### src/rtl/muldiv_unit.sv
// Iterative RV32M multiply/divide unit: shift-add multiply, restoring divide,
// start/busy/done handshake with kill and an optional single-cycle multiply.
module muldiv_unit #(
    parameter int BITNESS  = 32,
    parameter bit FAST_MUL = 1'b0
) (
    input  logic               clk_i,
    input  logic               rst_i,
    input  logic               start_i,
    input  logic [2:0]         funct3_i,
    input  logic [BITNESS-1:0] op_a_i,
    input  logic [BITNESS-1:0] op_b_i,
    input  logic               kill_i,
    output logic               busy_o,
    output logic               done_o,
    output logic [BITNESS-1:0] result_o
);
    localparam int W  = BITNESS;
    localparam int CW = $clog2(W);
    localparam logic [W-1:0] MOST_NEG = {1'b1, {(W-1){1'b0}}};

    typedef enum logic [1:0] {IDLE, CALC, FIX, DONE} state_t;

    state_t          state;
    logic [CW-1:0]   count;
    logic [2:0]      funct3;
    logic [W-1:0]    hi;
    logic [W-1:0]    lo;
    logic [W-1:0]    mcand;
    logic            sign_a;
    logic            sign_b;

    logic            a_signed;
    logic            b_signed;
    logic            in_sign_a;
    logic            in_sign_b;
    logic [W-1:0]    in_mag_a;
    logic [W-1:0]    in_mag_b;
    logic            div_overflow;
    logic [2*W-1:0]  ext_a;
    logic [2*W-1:0]  ext_b;
    logic [2*W-1:0]  fast_product;
    logic            take_fast;
    logic [W-1:0]    fast_result;

    // Operand signedness is decided at accept; magnitudes are unsigned W-bit,
    // so the most-negative value maps to 1<<(W-1) without overflow.
    assign a_signed     = funct3_i[2] ? ~funct3_i[0] : (funct3_i[1:0] != 2'b11);
    assign b_signed     = funct3_i[2] ? ~funct3_i[0] : ~funct3_i[1];
    assign in_sign_a    = a_signed & op_a_i[W-1];
    assign in_sign_b    = b_signed & op_b_i[W-1];
    assign in_mag_a     = in_sign_a ? -op_a_i : op_a_i;
    assign in_mag_b     = in_sign_b ? -op_b_i : op_b_i;
    assign div_overflow = ~funct3_i[0] & (op_a_i == MOST_NEG) & (op_b_i == '1);
    assign ext_a        = {{W{in_sign_a}}, op_a_i};
    assign ext_b        = {{W{in_sign_b}}, op_b_i};
    assign fast_product = ext_a * ext_b;

    always_comb begin
        take_fast   = 1'b0;
        fast_result = '0;
        if (funct3_i[2]) begin
            if (op_b_i == '0) begin
                take_fast   = 1'b1;
                fast_result = funct3_i[1] ? op_a_i : '1;
            end else if (div_overflow) begin
                take_fast   = 1'b1;
                fast_result = funct3_i[1] ? '0 : op_a_i;
            end
        end else if (FAST_MUL) begin
            take_fast   = 1'b1;
            fast_result = (funct3_i[1:0] == 2'b00) ? fast_product[W-1:0]
                                                   : fast_product[2*W-1:W];
        end
    end

    logic [W:0]      mul_sum;
    logic [W:0]      div_shift;
    logic [W:0]      div_diff;
    logic            div_ge;

    // Multiply: hi accumulates, lo holds the multiplier shifting out LSB first.
    // Divide: lo holds the dividend shifting out MSB first, quotient shifts in.
    assign mul_sum   = {1'b0, hi} + (lo[0] ? {1'b0, mcand} : '0);
    assign div_shift = {hi, lo[W-1]};
    assign div_diff  = div_shift - {1'b0, mcand};
    assign div_ge    = ~div_diff[W];

    logic [2*W-1:0]  product;
    logic [2*W-1:0]  product_signed;
    logic [W-1:0]    quot;
    logic [W-1:0]    remd;
    logic [W-1:0]    fix_result;

    assign product        = {hi, lo};
    assign product_signed = (sign_a ^ sign_b) ? -product : product;
    assign quot           = (sign_a ^ sign_b) ? -lo : lo;
    assign remd           = sign_a ? -hi : hi;

    always_comb begin
        fix_result = '0;
        case (funct3)
            3'b000:                 fix_result = product_signed[W-1:0];
            3'b001, 3'b010, 3'b011: fix_result = product_signed[2*W-1:W];
            3'b100, 3'b101:         fix_result = quot;
            default:                fix_result = remd;
        endcase
    end

    always_ff @(posedge clk_i) begin
        if (rst_i) begin
            state    <= IDLE;
            busy_o   <= 1'b0;
            done_o   <= 1'b0;
            result_o <= '0;
            count    <= '0;
            funct3   <= '0;
            hi       <= '0;
            lo       <= '0;
            mcand    <= '0;
            sign_a   <= 1'b0;
            sign_b   <= 1'b0;
        end else begin
            case (state)
                IDLE, DONE: begin
                    if (start_i && !kill_i) begin
                        funct3 <= funct3_i;
                        sign_a <= in_sign_a;
                        sign_b <= in_sign_b;
                        count  <= CW'(W - 1);
                        hi     <= '0;
                        lo     <= funct3_i[2] ? in_mag_a : in_mag_b;
                        mcand  <= funct3_i[2] ? in_mag_b : in_mag_a;
                        if (take_fast) begin
                            state    <= DONE;
                            busy_o   <= 1'b0;
                            done_o   <= 1'b1;
                            result_o <= fast_result;
                        end else begin
                            state    <= CALC;
                            busy_o   <= 1'b1;
                            done_o   <= 1'b0;
                        end
                    end else begin
                        state  <= IDLE;
                        busy_o <= 1'b0;
                        done_o <= 1'b0;
                    end
                end
                CALC: begin
                    if (kill_i) begin
                        state  <= IDLE;
                        busy_o <= 1'b0;
                    end else begin
                        if (funct3[2]) begin
                            hi <= div_ge ? div_diff[W-1:0] : div_shift[W-1:0];
                            lo <= {lo[W-2:0], div_ge};
                        end else begin
                            hi <= mul_sum[W:1];
                            lo <= {mul_sum[0], lo[W-1:1]};
                        end
                        count <= count - CW'(1);
                        if (count == '0) begin
                            state <= FIX;
                        end
                    end
                end
                FIX: begin
                    if (kill_i) begin
                        state  <= IDLE;
                        busy_o <= 1'b0;
                    end else begin
                        state    <= DONE;
                        busy_o   <= 1'b0;
                        done_o   <= 1'b1;
                        result_o <= fix_result;
                    end
                end
            endcase
        end
    end
endmodule

### config.mk
export PLATFORM = sky130hd
export DESIGN_NAME = muldiv_unit
export DESIGN_NICKNAME = d
export VERILOG_FILES = /design/src/rtl/muldiv_unit.sv
export SDC_FILE = /design/constraint.sdc
export NUM_CORES = 1
export LEC_CHECK = 0
export CELL_PAD_IN_SITES_DETAIL_PLACEMENT = 1
export CELL_PAD_IN_SITES_GLOBAL_PLACEMENT = 1
export CORE_MARGIN = 4
export CORE_UTILIZATION = 48
export CTS_BUF_LIST = sky130_fd_sc_hd__clkbuf_4 sky130_fd_sc_hd__clkbuf_8 sky130_fd_sc_hd__clkbuf_16
export DETAILED_ROUTE_END_ITERATION = 16
export PLACE_DENSITY = 0.94
export SKIP_CTS_REPAIR_TIMING = 1
export SYNTH_ARGS = -nofsm -noshare
export SYNTH_HDL_FRONTEND = slang
export SYNTH_SLANG_ARGS = --single-unit
### constraint.sdc
create_clock -name clk_i -period 8.8 [get_ports clk_i]
set_input_delay 1.76 -clock clk_i [delete_from_list [all_inputs] [get_ports clk_i]]
set_output_delay 1.76 -clock clk_i [all_outputs]
set_load 0.1 [all_outputs]
==> reports/metrics.csv, run 1 <==
stage;metric;value;unit
sta;Final Max Tran Viols;0;
detailed_routing;Initial DRT Pass Iterations;6;
pwr;internal power;0.001337;W
global_routing;initial antenna violation count;2;
pwr;Psw;0.0009393;W
sta;Total Neg Setup Slack;0;ps
hold_path;HP Class;flip-flop to flip-flop;
global_routing;first-pass GRT wire length;98760;µm
global_routing;number of global-route vias before repair;17200;
sta;Clock Skews;22.23;ps
sta;Tightest Pin Transition;1163;ps
detailed_routing;Wirelength per Cell;26.47;µm
sta;Final setup violation count;0;
clock_network;root buffer cell;clkbuf_16;
synth;number of synthesized flops with an enable pin;0;
floorplan;Die W;183.0;µm
finish;Layout fillers;3797;
pwr;VDD IR-drop max;0.1552;mV
sta;final hold vios;0;
synth;post-synthesis cell area;14700;µm²
sta;crit share post-route;0.6222;
job;max cap viols;0;
synth;post-synth top area share;0.1934;
pwr;clock power share;0.332;
clock_network;CTS tree;built;
critical_path;CP required;9160;ps
floorplan;I/O pin count;105;
synth;most used flip-flop cell after synthesis;dfxtp_1;
sta;WHS;451.1;ps
clock_network;CTS buffer count;17;
finish;area grow syn2layout;11.67;%
place;number of port buffers;104;
finish;Nets;2178;
clock_network;# clock sinks;142;
pwr;switching portion of total power;0.4127;
pwr;sequential group share of total power;0.319;
synth;Seq/Total Area, Yosys;0.1934;
critical_path;worst r2r path cells;12;
clock_network;clock transition at the registers of the reported paths;80;ps
pwr;combinational power share;0.349;
finish;share of layout cells above drive strength 1;0.06993;
synth;post-synth cell types;83;
global_routing;Global Route Usage Sum;0.3704;
synth;total number of yosys warnings;0;
finish;commonest non-fill, non-tap cells in the layout;nor2_1, a21oi_1, nand2_1;
global_routing;largest net degree at the start of global routing;72;
finish;commonest non-fill, non-tap cell in the layout;nor2_1;
critical_path;Arr. time, crit path;5830;ps
floorplan;num rows;63;
critical_path;CP Launch Type;input pin;
finish;antenna cells;0;
hold_path;Hold Path Stages;2;
place;dpl hpwl;47260;µm
floorplan;CORE AREA;29950;µm²
pwr;pwr/cell area;138.7;nW/µm²
critical_path;critical path type;input pin to flip-flop;
detailed_routing;# DRC;0;
clock_network;Skew-Pair Late Insertion Delay;460;ps
pwr;Leakage Power;6.163;nW
place;Placer Congestion;1.022;
synth;Post-Synthesis Cells;2030;
synth;post-synthesis async set-or-reset flop share;0;
floorplan;initial core utilization;0.4907;
global_routing;grt ovf;0;
floorplan;die area;33480;µm²
synth;syn_nets;2176;
floorplan;die height;183.0;µm
synth;Yosys reg bits;142;
detailed_routing;Avg Vias per Cell;6.992;
synth;dominant cell type by area after synthesis;dfxtp_1;
sta;slew margin rel.;0.2189;
detailed_routing;via count;17030;
clock_network;H-tree levels;4;
sta;RSZ-0062 raised after global routing;false;
detailed_routing;post-route ant nets;0;
detailed_routing;Routed Wire Length;64450;µm
outcome;status;complete, no violations;
critical_path;CP endpoint kind;flip-flop;
synth;main area contributors after synthesis;dfxtp_1, xnor2_1, ha_1;
sta;Min Clock Period, post-route;5475;ps
detailed_routing;initial DRC count;2096;
critical_path;worst-path fanout max;64;
sta;Max Freq;182.6;MHz
synth;syn avg cell area;7.240;µm²
clock_network;clk buf depth;2;
-- power by group through the flow --
stage | clock network, W | logic (W) | registers, W
final | 0.000756 | 0.000794 | 0.000727
after global routing | 0.000778 | 0.000839 | 0.000730
after CTS | 0.000751 | 0.000764 | 0.000723
after detailed placement | 0 | 0.000745 | 0.000737
after global placement | 0 | 0.000714 | 0.000734
after floorplan | 0 | 0.000494 | 0.000741
-- state kept, by name (all words and copies together), names as in the netlist --
name / count
sign_b: 1
count: 5
busy_o: 1
result_o: 32
funct3: 3
lo: 32
state: 2
mcand: 32
sign_a: 1
hi: 32
done_o: 1
-- cell families after synthesis --
kind of cell,Yosys count,share of synthesized area
AO/OA/AOI/OAI,686,0.3103
XOR/XNOR,194,0.1156
adder cells (fa/ha/maj),75,0.06487
buffers and inverters,220,0.05882
flip-flops,142,0.1934
multiplexers,64,0.04597
AND/OR/NAND/NOR,649,0.2110
-- worst max-delay path, cell delays in order --
cell,delay [ps]
clkdlybuf4s50_1,520
or4_4,620
or4_4,470
nor4_4,380
nand2_2,160
nor4_4,300
o21ai_2,230
o22ai_4,180
buf_4,640
nor2_1,200
a311oi_2,360
-- per-layer routing --
layer,GRT usage,routed length (µm)
met1,0.4647,24900
met2,0.5859,28670
met3,0.08271,6328
met4,0.2142,4530
met5,0,29
-- final cells by class --
class | instances | area (µm²) | share of cell area
clock buffers | 18 | 439.2 | 0.02676
clock inverters | 14 | 137.6 | 0.008385
inverters | 76 | 285.3 | 0.01738
multi-input cells | 1668 | 11010 | 0.6710
flip-flops and latches | 142 | 2844 | 0.1733
well taps | 390 | 488.0 | 0.02973
repair buffers | 127 | 1206 | 0.07349
-- cell usage after synthesis, drive strengths merged, types with 55 or more instances --
master  count
a21oi     168
a211oi     60
ha         73
dfxtp     142
clkbuf    120
nor2      223
xnor2     108
nand2     167
inv        76
o21ai     154
nor3       55
xor2       86
-- per-stage QoR --
step	instance area (µm²)	std cells	setup slack, ps	total power [W]	util
2_1_floorplan	14700	2030	4422	0.001234	-
3_3_place_gp	15840	2403	3283	0.001447	0.5287
3_5_place_dp	15840	2403	3050	0.001482	0.5287
4_1_cts	16410	2435	3388	0.002238	0.5480
5_1_grt	16410	2435	3149	0.002346	0.5480
6_report	16410	2435	3325	0.002276	0.5480
-- path summary, 6_finish.rpt --
path / startpoint / end / slack, ps
worst max register to register: hi[0] / hi[0] / 4020
worst max-delay path: op_b_i[11] / result_o[26] / 3320
worst min-delay path: mcand[28] / mcand[28] / 450
worst min register to register: mcand[28] / mcand[28] / 450
Note: power is estimated with default switching activity, not from simulation.
==> inputs of run 2 (changes only) <==
Settings changed: CORE_UTILIZATION 48 to 45, PLACE_DENSITY 0.94 to 0.89.
Clock period 8.8 ns to 5.2 ns, I/O delays scaled along.
==> run 2 against run 1 <==
  * Hold slack gained 1.3 ps
  * Clock power grew 71%
  * Worst setup slack lost 2600 ps
  * Total power grew 69%
  * Via count shrank 0.82%
  * Clock-buffer cell count shrank 1
  * Sequential power grew 69%
  * Clock skew shrank 11 ps
  * Cell area grew 1.3%
==> reports/metrics.csv, run 2 (synthesis gave the netlist of run 1 again) <==
stage;metric;value;unit;change
pwr;sequential group share of total power;0.320;;about the same
critical_path;Worst Setup EP;result_o[18];;
pwr;pwr/cell area;231.4;nW/µm²;+67%
critical_path;critical path type;input pin to flip-flop;;
detailed_routing;initial DRC count;2107;;+0.52%
finish;area grow syn2layout;13.13;%;
clock_network;H-tree levels;4;;unchanged
critical_path;worst flop-to-flop path endpoint;hi[0];;
finish;Nets;2194;;+0.73%
sta;Tightest Pin Transition;1093;ps;-69.59 ps
critical_path;worst-path fanout max;35;;-45%
clock_network;CTS buffer count;17;;unchanged
detailed_routing;M1 WL;25110;µm;+0.85%
sta;Final Max Tran Viols;0;;unchanged
pwr;VDD IR-drop max;0.2509;mV;+62%
global_routing;first-pass GRT wire length;96120;µm;-2.7%
detailed_routing;Routed Wire Length;62550;µm;-3.0%
pwr;clock power share;0.336;;+0.004
floorplan;num rows;65;;+3.2%
sta;crit share post-route;0.8634;;
critical_path;CP Launch Type;input pin;;
global_routing;grt ovf;0;;unchanged
sta;RSZ-0062 raised after global routing;false;;
finish;final cell count without fillers;2498;;+2.6%
clock_network;CTS tree;built;;
sta;Min Clock Period, post-route;4489;ps;
critical_path;CP required;5550;ps;-3610 ps
sta;Max Freq;222.7;MHz;
critical_path;worst r2r path cells;13;;+1
detailed_routing;Wirelength per Cell;25.04;µm;-5.4%
detailed_routing;met2 wire length;28040;µm;-2.2%
place;dpl hpwl;47480;µm;+0.47%
detailed_routing;max layer used;met5;;
sta;WHS;452.3;ps;+1.251 ps
clock_network;clk buf depth;2;;unchanged
critical_path;Setup crit start;op_a_i[16];;
sta;Final setup violation count;0;;unchanged
floorplan;I/O pin count;105;;unchanged
pwr;switching portion of total power;0.4013;;-0.01137
finish;share of layout cells above drive strength 1;0.07763;;+0.007706
critical_path;Crit path largest cell delay;660;ps;+20 ps
detailed_routing;# DRC;0;;unchanged
detailed_routing;Initial DRT Pass Iterations;6;;unchanged
critical_path;CP endpoint kind;flip-flop;;
sta;Total Neg Setup Slack;0;ps;unchanged
clock_network;# clock sinks;142;;unchanged
detailed_routing;via count;16890;;-0.82%
sta;Clock Skews;11.64;ps;-10.58 ps
finish;Final Util;0.5215;;-0.02641
pwr;combinational power share;0.344;;-0.005
detailed_routing;met3 wire len;5691;µm;-10%
critical_path;Arr. time, crit path;4840;ps;-990 ps
global_routing;largest net degree at the start of global routing;70;;-2.8%
clock_network;root buffer cell;clkbuf_16;;
critical_path;slowest CP cell;or4_1;;
global_routing;initial antenna violation count;3;;+1
place;placed cell count;2464;;+2.5%
finish;Layout fillers;4045;;+6.5%
floorplan;Die W;188.7;µm;+3.1%
finish;Reg area;2844;µm²;unchanged
outcome;status;complete, no violations;;
finish;commonest non-fill, non-tap cells in the layout;nor2_1, a21oi_1, nand2_1;;
finish;commonest non-fill, non-tap cell in the layout;nor2_1;;
critical_path;CP Cell Sequence;clkdlybuf4s50_1 -> or4_1 -> nor4_1 -> nand4b_1 -> nor4_2 -> o21ai_2 -> o22ai_4 -> buf_12 -> nor2_1 -> a311oi_1;;
critical_path;Reg2Reg Setup Slack;820;ps;-3200 ps
place;number of port buffers;104;;unchanged
place;Placer Congestion;0.9724;;-4.9%
hold_path;HP Class;flip-flop to flip-flop;;
sta;final hold vios;0;;unchanged
detailed_routing;Avg Vias per Cell;6.759;;-3.3%
pwr;internal power;0.002304;W;+72%
job;max cap viols;0;;unchanged
clock_network;clock transition at the registers of the reported paths;70;ps;about the same
sta;slew margin rel.;0.2690;;+0.05007
global_routing;number of global-route vias before repair;16740;;-2.7%
pwr;Psw;0.001544;W;+64%
floorplan;die area;35620;µm²;+6.4%
critical_path;origin of the critical flop-to-flop path;hi[0];;
clock_network;Skew-Pair Late Insertion Delay;460;ps;about the same
floorplan;initial core utilization;0.4610;;-0.02966
global_routing;Global Route Usage Sum;0.3357;;-0.03470
floorplan;CORE AREA;31880;µm²;+6.4%
detailed_routing;post-route ant nets;0;;unchanged
pwr;total power;0.003848;W;+69%
pwr;Leakage Power;6.261;nW;+1.6%
finish;Multi-input gate area;11020;µm²;about the same
floorplan;die height;188.7;µm;+3.1%
[run 2: critical path: cells and delay by family]
kind / cells / cell delay (ps)
AOI/OAI and AO/OA: 3 / 1030
buffers and inverters: 2 / 810
and+or+nand+nor: 5 / 1930
[run 2: stage by stage]
stage,setup slack (ps),area [µm²]
2_1_floorplan,1542,14700
3_3_place_gp,527.3,16030
3_5_place_dp,308.9,16030
4_1_cts,761.2,16620
5_1_grt,532.2,16620
6_report,710.5,16630
[run 2: worst min-delay path by stage]
stage	startpoint	endpoint	cells past startpoint
4_1_cts	mcand[5]	mcand[5]	2
3_5_place_dp	mcand[5]	mcand[5]	2
3_3_place_gp	mcand[27]	mcand[27]	2
5_1_grt	mcand[21]	mcand[21]	2
2_1_floorplan	mcand[7]	mcand[7]	2
6_report	mcand[5]	mcand[5]	2
[run 2: cell type report]
class / count / share of cell area
Clock buffer: 17 / 0.02559
Tap cell: 435 / 0.03273
Inverter: 76 / 0.01716
Antenna cell: 2 / 0.0003010
Clock inverter: 15 / 0.009858
Multi-Input combinational cell: 1668 / 0.6628
Sequential cell: 142 / 0.1710
Timing Repair Buffer: 143 / 0.08052
[run 2: power by group through the flow]
stage               logic [W]  registers [W]  clock network (W)
finish                0.00132        0.00123            0.00129
CTS                   0.00128        0.00123            0.00128
global placement      0.00121        0.00124                  0
global route          0.00140        0.00124            0.00133
detailed placement    0.00126        0.00125                  0
floorplan            0.000836        0.00125                  0
[run 2: metal layers]
metal	up-vias	global-route usage
li1	7472	-
met1	8314	0.4332
met5	-	0
met2	889	0.5400
met4	2	0.1715
met3	208	0.05761
==> inputs of run 3 (changes only) <==
Settings changed: CTS_BUF_LIST sky130_fd_sc_hd__clkbuf_4 sky130_fd_sc_hd__clkbuf_8 sky130_fd_sc_hd__clkbuf_16 to not set.
==> results of run 3 <==
No change in the layout: final DEF, timing and power equal those of run 2.
